--- config.mk ---
export PLATFORM = sky130hd
export DESIGN_NAME = pixel_xy_counter
export DESIGN_NICKNAME = d
export VERILOG_FILES = /design/src/rtl/pixel_timing_pkg.sv /design/src/rtl/pixel_xy_counter_wrap_counter.sv /design/src/rtl/pixel_xy_counter.sv
export SDC_FILE = /design/constraint.sdc
export NUM_CORES = 1
export LEC_CHECK = 0
export CAP_MARGIN = 20
export CORE_MARGIN = 4
export CORE_UTILIZATION = 40
export DETAILED_ROUTE_END_ITERATION = 8
export HOLD_SLACK_MARGIN = 0.15
export PLACE_DENSITY = 0.65
export SLEW_MARGIN = 25
export SYNTH_ARGS = -nofsm -noshare
export SYNTH_HDL_FRONTEND = slang
export SYNTH_SLANG_ARGS = --single-unit
--- constraint.sdc ---
create_clock -name clk -period 4.8 [get_ports clk]
set_clock_uncertainty 0.05 [all_clocks]
set_input_delay 1.2 -clock clk [delete_from_list [all_inputs] [get_ports clk]]
set_output_delay 1.2 -clock clk [all_outputs]
set_load 0.01 [all_outputs]
--- src/rtl/pixel_timing_pkg.sv ---
// Shared raster timing constants and the wrap-counter next-value helper.
// Holds the 720p default timing and a 1080p alternate preset.
package pixel_timing_pkg;

  // 1280x720 @ 74.25 MHz (default preset)
  localparam int unsigned X_ACTIVE_720P  = 1280;
  localparam int unsigned X_TOTAL_720P   = 1650;
  localparam int unsigned Y_ACTIVE_720P  = 720;
  localparam int unsigned Y_TOTAL_720P   = 750;
  localparam int unsigned HS_START_720P  = 1390;
  localparam int unsigned HS_END_720P    = 1430;
  localparam int unsigned VS_START_720P  = 725;
  localparam int unsigned VS_END_720P    = 730;
  localparam bit          HS_POL_720P    = 1'b1;
  localparam bit          VS_POL_720P    = 1'b1;

  // 1920x1080 @ 148.5 MHz (alternate preset)
  localparam int unsigned X_ACTIVE_1080P = 1920;
  localparam int unsigned X_TOTAL_1080P  = 2200;
  localparam int unsigned Y_ACTIVE_1080P = 1080;
  localparam int unsigned Y_TOTAL_1080P  = 1125;
  localparam int unsigned HS_START_1080P = 2008;
  localparam int unsigned HS_END_1080P   = 2052;
  localparam int unsigned VS_START_1080P = 1084;
  localparam int unsigned VS_END_1080P   = 1089;
  localparam bit          HS_POL_1080P   = 1'b1;
  localparam bit          VS_POL_1080P   = 1'b1;

  // Next value of a 0..max_val counter. Wraps on >= so a counter can never
  // present an out-of-range value, even at non-power-of-2 totals.
  function automatic int unsigned wrap_next(input int unsigned cnt,
                                            input int unsigned max_val,
                                            input logic        clear,
                                            input logic        inc);
    if (clear) begin
      return 0;
    end
    if (inc) begin
      return (cnt >= max_val) ? 0 : cnt + 1;
    end
    return cnt;
  endfunction

endpackage

--- src/rtl/pixel_xy_counter_wrap_counter.sv ---
// wrap_counter: modulo-(MAX+1) counter with synchronous clear and step
// enable. atMax flags the last value so a cascaded counter can step on it.
module wrap_counter
  import pixel_timing_pkg::*;
#(
  parameter int unsigned MAX = 1,
  parameter int unsigned W   = (MAX < 1) ? 1 : $clog2(MAX + 1)
) (
  input  logic         clk,
  input  logic         reset,
  input  logic         clear,
  input  logic         inc,
  output logic [W-1:0] cnt,
  output logic         atMax
);

  logic [W-1:0] cnt_q;
  logic [W-1:0] cnt_d;

  // Next count: clear beats inc, wrap to zero after MAX.
  always_comb begin
    cnt_d = W'(wrap_next(32'(cnt_q), MAX, clear, inc));
  end

  // Count register with synchronous reset.
  always_ff @(posedge clk) begin
    if (reset) begin
      cnt_q <= '0;
    end else begin
      cnt_q <= cnt_d;
    end
  end

  assign cnt   = cnt_q;
  assign atMax = (32'(cnt_q) == MAX);

endmodule

--- src/rtl/pixel_xy_counter.sv ---
// pixel_xy_counter: raster (x,y) position generator with registered
// active-region and line/frame boundary flags.
// Optional hsync/vsync outputs are built when PIXEL_XY_SYNC_EN is defined.
module pixel_xy_counter
  import pixel_timing_pkg::*;
#(
  parameter int unsigned X_ACTIVE = X_ACTIVE_720P,
  parameter int unsigned X_TOTAL  = X_TOTAL_720P,
  parameter int unsigned Y_ACTIVE = Y_ACTIVE_720P,
  parameter int unsigned Y_TOTAL  = Y_TOTAL_720P,
  parameter int unsigned X_W      = $clog2(X_TOTAL),
  parameter int unsigned Y_W      = $clog2(Y_TOTAL)
`ifdef PIXEL_XY_SYNC_EN
  ,
  parameter int unsigned HS_START = HS_START_720P,
  parameter int unsigned HS_END   = HS_END_720P,
  parameter int unsigned VS_START = VS_START_720P,
  parameter int unsigned VS_END   = VS_END_720P,
  parameter bit          HS_POL   = HS_POL_720P,
  parameter bit          VS_POL   = VS_POL_720P
`endif
) (
  input  logic           clk,
  input  logic           reset,
  input  logic           pixelInc,
  input  logic           restart,
  output logic [X_W-1:0] x,
  output logic [Y_W-1:0] y,
  output logic           active,
  output logic           lineStart,
  output logic           lineEnd,
  output logic           frameStart,
  output logic           frameEnd
`ifdef PIXEL_XY_SYNC_EN
  ,
  output logic           hsync,
  output logic           vsync
`endif
);

  if (X_ACTIVE > X_TOTAL || Y_ACTIVE > Y_TOTAL || X_TOTAL < 2 || Y_TOTAL < 2) begin : g_param_err
    $error("pixel_xy_counter: need X_ACTIVE<=X_TOTAL, Y_ACTIVE<=Y_TOTAL, totals>=2");
  end

  logic           x_at_max;
  logic           y_at_max;
  logic           y_inc;
  logic [X_W-1:0] x_d;
  logic [Y_W-1:0] y_d;

  logic active_q;
  logic line_start_q;
  logic line_end_q;
  logic frame_start_q;
  logic frame_end_q;

  // y only steps on the pixel that closes a line.
  assign y_inc = pixelInc & x_at_max;

  wrap_counter #(.MAX(X_TOTAL - 1), .W(X_W)) u_x_cnt (
    .clk   (clk),
    .reset (reset),
    .clear (restart),
    .inc   (pixelInc),
    .cnt   (x),
    .atMax (x_at_max)
  );

  wrap_counter #(.MAX(Y_TOTAL - 1), .W(Y_W)) u_y_cnt (
    .clk   (clk),
    .reset (reset),
    .clear (restart),
    .inc   (y_inc),
    .cnt   (y),
    .atMax (y_at_max)
  );

  // Position the counters will present next cycle; flags decode this so
  // they are registered in lockstep with x/y rather than lagging a cycle.
  always_comb begin
    x_d = x;
    y_d = y;
    if (restart) begin
      x_d = '0;
      y_d = '0;
    end else if (pixelInc) begin
      x_d = x_at_max ? '0 : x + X_W'(1);
      if (x_at_max) begin
        y_d = y_at_max ? '0 : y + Y_W'(1);
      end
    end
  end

  // Boundary/active flag registers, aligned with the presented (x,y).
  always_ff @(posedge clk) begin
    if (reset) begin
      active_q      <= 1'b1;
      line_start_q  <= 1'b1;
      line_end_q    <= 1'b0;
      frame_start_q <= 1'b1;
      frame_end_q   <= 1'b0;
    end else begin
      active_q      <= (32'(x_d) < X_ACTIVE) && (32'(y_d) < Y_ACTIVE);
      line_start_q  <= (x_d == '0);
      line_end_q    <= (32'(x_d) == X_TOTAL - 1);
      frame_start_q <= (x_d == '0) && (y_d == '0);
      frame_end_q   <= (32'(x_d) == X_TOTAL - 1) && (32'(y_d) == Y_TOTAL - 1);
    end
  end

  assign active     = active_q;
  assign lineStart  = line_start_q;
  assign lineEnd    = line_end_q;
  assign frameStart = frame_start_q;
  assign frameEnd   = frame_end_q;

`ifdef PIXEL_XY_SYNC_EN
  logic hsync_q;
  logic vsync_q;

  // Sync pulse registers; idle at the inactive level after reset.
  always_ff @(posedge clk) begin
    if (reset) begin
      hsync_q <= ~HS_POL;
      vsync_q <= ~VS_POL;
    end else begin
      hsync_q <= ((32'(x_d) >= HS_START) && (32'(x_d) < HS_END)) ? HS_POL : ~HS_POL;
      vsync_q <= ((32'(y_d) >= VS_START) && (32'(y_d) < VS_END)) ? VS_POL : ~VS_POL;
    end
  end

  assign hsync = hsync_q;
  assign vsync = vsync_q;
`endif

endmodule

-- After elaboration in Yosys (flattened, before gate mapping)
Cells that the tools add are included.
- logic and storage cells: 42
- input port bits: 4
- register bits after elaboration: 26
- output and inout bits: 26
- equality and inequality tests: 4
- add/sub/neg operators: 4
- multiplexer cells: 16
- magnitude comparators: 4
- bitwise logic cells: 1
- reductions and logical operators: 6
- operators by type and width (kind ; count):
    $mux W10 ; 6
    $mux W11 ; 5
    $add A11 B1 Y11 const B ; 2
    $eq A11 B11 Y1 const B ; 2
    $add A10 B1 Y10 const B ; 2
    $eq A10 B10 Y1 const B ; 2
    $ge A11 B11 Y1 const B ; 1
    $logic_not A11 Y1 ; 1
    $lt A11 B11 Y1 const B ; 1
    $ge A10 B10 Y1 const B ; 1
    $logic_not A10 Y1 ; 1
    $lt A10 B10 Y1 const B ; 1
    $mux W1 ; 5
    $logic_and A1 B1 Y1 ; 3
    $reduce_or A2 Y1 ; 1
    $and A1 B1 Y1 ; 1

-- Longest topological paths before layout
- depth in word-level cells: 7
- mapped depth: 9
- gate-level depth less buffers: 8

-- By module
From an unflattened synthesis, not the netlist that was laid out.
- cell total of the unflattened synthesis: 245
- area total of the unflattened synthesis: 1995.7 um2
- modules (own cells, without submodules) (module ; cells an instance ; instances ; sequential area each (um2) ; area an instance (um2)):
    pixel_xy_counter ; 121 ; 1 ; 100.1 ; 860.8
    wrap_counter at u_x_cnt ; 64 ; 1 ; 220.2 ; 581.8
    wrap_counter at u_y_cnt ; 60 ; 1 ; 200.2 ; 553.0

-- Worst setup path before layout
No wires, ideal clock.
- path kind: in2reg
- start: input port pixelInc
- end: register active_q, in the netlist active
- stages: 8
- data required time: 4.614 ns
- path buffers: 2
- setup slack: 1.853 ns
- arrival time: 2.761 ns
- setup time: 0.136 ns
- cells stage by stage: clkbuf_1 nand2_1 or4_4 buf_6 nor4_2 o31ai_1 a32oi_1 o221ai_1
- longest elaborated chain between the ends: 4
- elaborated cells on any way between the ends: 7
- classes of those cells: order compare (2); mux (4); reduce/logical (1)
- RTL lines (item ; line ; RTL):
    from (decl) ; pixel_xy_counter.sv:25 ; input logic pixelInc,
    $mux W11 / $mux W10 (equally long branches) ; pixel_xy_counter.sv:86 ; end else if (pixelInc) begin
    $mux W11 / $mux W10 (equally long branches) ; pixel_xy_counter.sv:83 ; if (restart) begin
    $lt A11 B11 Y1 / $lt A10 B10 Y1 (equally long branches) ; pixel_xy_counter.sv:103 ; active_q <= (32'(x_d) < X_ACTIVE) && (32'(y_d) < Y_ACTIVE);
    $logic_and A1 B1 Y1 * ; pixel_xy_counter.sv:103 ;
    to (signal assigned) ; pixel_xy_counter.sv:103 ;
    to (decl) ; pixel_xy_counter.sv:51 ; logic active_q;
Every way passes the cells marked *; elsewhere a longest branch is shown, timed or not.
A chain may end at the register's enable or synchronous reset.

-- Worst setup path in the final report
- start: input port pixelInc
- end: register frame_start_q, in the netlist frameStart
- longest elaborated chain between the ends: 4
- elaborated cells on any way between the ends: 7
- classes of those cells: mux (4); reduce/logical (3)
- RTL lines (item ; line ; RTL):
    $mux W11 / $mux W10 (equally long branches) ; pixel_xy_counter.sv:86 ;
    $mux W11 / $mux W10 (equally long branches) ; pixel_xy_counter.sv:83 ;
    $logic_not A11 Y1 / $logic_not A10 Y1 (equally long branches) ; pixel_xy_counter.sv:106 ; frame_start_q <= (x_d == '0) && (y_d == '0);
    $logic_and A1 B1 Y1 * ; pixel_xy_counter.sv:106 ;
    to (signal assigned) ; pixel_xy_counter.sv:106 ;
    to (decl) ; pixel_xy_counter.sv:54 ; logic frame_start_q;
Marks and branches as above.

==> results.json <==
{
  "outcome": "completed",
  "cts.reportedPaths.clkPinSlew_ns": 0.09,
  "storage_cell_area_um2": 520,
  "nFillCells": 505,
  "yosysSeqAreaShare": 0.251,
  "final-setup-viol-count": 0,
  "timing_worst_slew_pin_value_ns": 0.495,
  "synth-async-reset-ratio": 0,
  "globalRoute.totalOverflow": 0,
  "route.final.wire_length_um": 5510,
  "critical_path.slowest_cell": "sky130_fd_sc_hd__clkdlybuf4s50_1",
  "switchingPower_uw": 83.0,
  "critPathKind": "in -> reg",
  "fin_crit_ns": 3.43,
  "area_used_by_multi_input_combinational_logic_um2": 1420,
  "groute.usage.overall": 0.182,
  "top_usage_layer": "met1",
  "total_via_count_after_detailed_routing": 2167,
  "cts_tree": "yes",
  "synth_nets": 284,
  "layout-drive-gt1-share": 0.0664,
  "worst_skew_pair.late_latency_ns": 0.27,
  "power.internal_uw": 301,
  "gp_weighted_congestion": 0.856,
  "finalNetCount": 296,
  "grt.met1_usage": 0.288,
  "cp.arrival_ns": 3.56,
  "mostFrequentLayoutCell": "sky130_fd_sc_hd__clkdlybuf4s50_1",
  "numCtsBuffers": 3,
  "cp_slowest_stage_delay_ns": 0.65,
  "detail-route-antenna-nets": 0,
  "drcViolationCount": 0,
  "grt_use_met3": 0.0372,
  "hold_viol_final": 0,
  "synth_cells": 275,
  "holdCritPathClass": "reg -> reg",
  "static-leakage-power_uw": 0.000727,
  "design.die.area_um2": 6410,
  "min_path_cells": 2,
  "largest_net_degree_at_the_start_of_global_routing": 22,
  "timing.max_slew.rel_slack": 0.669,
  "ctsRootBufferMaster": "sky130_fd_sc_hd__clkbuf_8",
  "r2r.worst_path.cells": 6,
  "crit_path_cell_trace": "clkdlybuf4s50_1, nand2_1, or4_4, o21ai_1, and4_1, nand4_1, o41ai_2",
  "synth_top_area_share": 0.251,
  "floorplan.initialDensity": 0.425,
  "cts-hold-fix-buffers": 0,
  "die_w_um": 80.0,
  "rows": 25,
  "worst-r2r-setup-slack_ns": 1.94,
  "synthDominantAreaCellType": "sky130_fd_sc_hd__dfxtp_1",
  "number_of_sinks_handled_by_clock_tree_synthesis": 26,
  "crit_start": "pixelInc",
  "ys_types": 60,
  "power_frac_clock": 0.370,
  "worstSetupStartpointType": "primary input",
  "yosys-top-cells-area": "sky130_fd_sc_hd__dfxtp_1 (25%), sky130_fd_sc_hd__o21ai_0 (6.0%), sky130_fd_sc_hd__nor2_1 (5.1%), sky130_fd_sc_hd__nand3_1 (3.6%), sky130_fd_sc_hd__a211oi_1 (3.3%)",
  "grt_antenna_before_repair": 0,
  "number_of_buffers_and_inverters_on_the_critical_path": 1,
  "synth_enable_flop_cells": 0,
  "worstReg2RegEnd": "frameStart",
  "ys_seq_elements": 26,
  "routed_via_density": 6.14,
  "io_buffers": 29,
  "gr-usage-met2": 0.251,
  "hold_start": "u_y_cnt.cnt[9]",
  "core_um2": 4880,
  "sequentialPowerShare": 0.570,
  "cp_max_fo": 21,
  "antennaDiodeCount": 0,
  "grt_first_pass_wirelength_um": 9480,
  "detailedPlacementHpwl_um": 4000,
  "most-common-layout-cells": "sky130_fd_sc_hd__clkdlybuf4s50_1 (29), sky130_fd_sc_hd__nor2_1 (28), sky130_fd_sc_hd__dfxtp_1 (26)",
  "cts_htree_levels": 1,
  "family_with_the_most_delay_on_the_worst_path": "simple AND/OR/NAND/NOR gates",
  "total_power_uw": 384,
  "tns_ns": 0,
  "synthToLayoutAreaGrowth_pct": 15.8,
  "synthesis.yosys.warnings": 0,
  "timing.final.crit_share": 0.714,
  "clock.fmax_ghz": 0.292,
  "grt_pass1_vias": 1876,
  "drv_slew": 0,
  "power.ir.vdd_worst_uv": 170,
  "fin_worst_hold_slack_ns": 0.511,
  "cts_setup_buffers": 0,
  "postSynth.topFlopCell": "sky130_fd_sc_hd__dfxtp_1",
  "mappedNetlistArea_um2": 2080,
  "first_pass_iters": 5,
  "ctsResizeCount": 0,
  "share_comb_of_total_power": 0.059,
  "critical_path_rt_ns": 4.93,
  "postSynthAreaPerCell_um2": 7.55,
  "detailedRoute.firstIterationViolations": 220,
  "ios": 30,
  "grt_setup_unrepaired": "no",
  "worstReg2RegStart": "u_x_cnt.cnt[4]",
  "routedWlPerCell_um": 15.6,
  "die_h_um": 80.0,
  "max_cap_viol_count": 0,
  "critical_path.endpoint_type": "flop",
  "power.switching_fraction": 0.216,
  "min_to": "u_y_cnt.cnt[9]",
  "power.density_nw_per_um2": 160,
  "max-clock-path-buffers": 2
}
[logic make-up (layout without fill, tap and decap cells)]
group / after synthesis / in the layout / synth area share
adders and majority gates: 5 / 5 / 0.0301
buffers and inverters: 31 / 42 / 0.0669
and+or+nand+nor: 121 / 121 / 0.345
muxes: 4 / 4 / 0.0205
xor gates and xnor gates: 2 / 2 / 0.00844
AOI/OAI and AO/OA: 86 / 86 / 0.278
DFF: 26 / 26 / 0.251
[final cells by class]
class,count,share of cell area
sequential,26,0.217
inverter,8,0.0125
clock buffer,4,0.0229
timing repair buffer,30,0.124
multi-input combinational,218,0.589
tap,67,0.0349
[Yosys cell counts, types with 3 or more instances]
master	n
sky130_fd_sc_hd__a32oi_1	3
sky130_fd_sc_hd__nand2b_1	5
sky130_fd_sc_hd__a21oi_1	11
sky130_fd_sc_hd__nand3_1	15
sky130_fd_sc_hd__or3_1	7
sky130_fd_sc_hd__inv_1	8
sky130_fd_sc_hd__o31ai_1	4
sky130_fd_sc_hd__nor2_1	28
sky130_fd_sc_hd__a22oi_1	5
sky130_fd_sc_hd__dfxtp_1	26
sky130_fd_sc_hd__o21a_1	4
sky130_fd_sc_hd__nor4_1	4
sky130_fd_sc_hd__a31oi_1	4
sky130_fd_sc_hd__ha_1	5
sky130_fd_sc_hd__nor3_1	7
sky130_fd_sc_hd__and3_1	6
sky130_fd_sc_hd__nand4_1	7
sky130_fd_sc_hd__nand2_1	17
sky130_fd_sc_hd__and4_1	5
sky130_fd_sc_hd__buf_2	3
sky130_fd_sc_hd__o21ai_0	25
sky130_fd_sc_hd__o221ai_1	3
sky130_fd_sc_hd__or2_2	3
sky130_fd_sc_hd__clkbuf_1	16
sky130_fd_sc_hd__a211oi_1	9
[routing by layer]
metal | routed length, um | share of wire
met4 | 27 | 0.0049
met1 | 2640 | 0.48
met3 | 465 | 0.084
met5 | 0 | 0
met2 | 2370 | 0.43
[power by group through the flow]
| stage | Sequential (uW) | Combinational (uW) | Clock (uW) |
|---|---|---|---|
| after floorplan | 224 | 13.8 | 0 |
| after global placement | 224 | 22.7 | 0 |
| after detailed placement | 224 | 22.9 | 0 |
| after CTS | 219 | 23.0 | 150 |
| after global routing | 219 | 24.9 | 161 |
| final | 219 | 22.8 | 142 |
[registers in the layout, indices dropped and copies added, names as in the netlist]
name	count
active	1
frameEnd	1
frameStart	1
lineEnd	1
lineStart	1
u_x_cnt.cnt	11
u_y_cnt.cnt	10
[worst reg2reg max path: stages (launching register included)]
cell                      delay, ns
sky130_fd_sc_hd__dfxtp_1       0.59
sky130_fd_sc_hd__nand3_1       0.47
sky130_fd_sc_hd__or4_4         0.77
sky130_fd_sc_hd__o21ai_1       0.19
sky130_fd_sc_hd__and4_1        0.22
sky130_fd_sc_hd__nand4_1       0.13
sky130_fd_sc_hd__o41ai_2       0.34
[worst max-delay path by stage]
stage                       to  slack [ns]  cells after the start
floorplan               active        1.85                      8
global placement    frameStart        1.16                      7
detailed placement  frameStart        1.11                      7
CTS                 frameStart        1.38                      7
global route        frameStart        1.22                      7
finish              frameStart        1.37                      7
[metrics by stage]
step	worst slack [ns]	area, um^2	util	instances
after CTS	1.38	2400	0.493	353
after detailed placement	1.11	2350	0.481	349
after floorplan	1.85	2080	-	275
after global routing	1.22	2400	0.493	353
after global placement	1.16	2350	0.481	349
final	1.37	2400	0.493	353
Power figures use the tool's default switching activity.
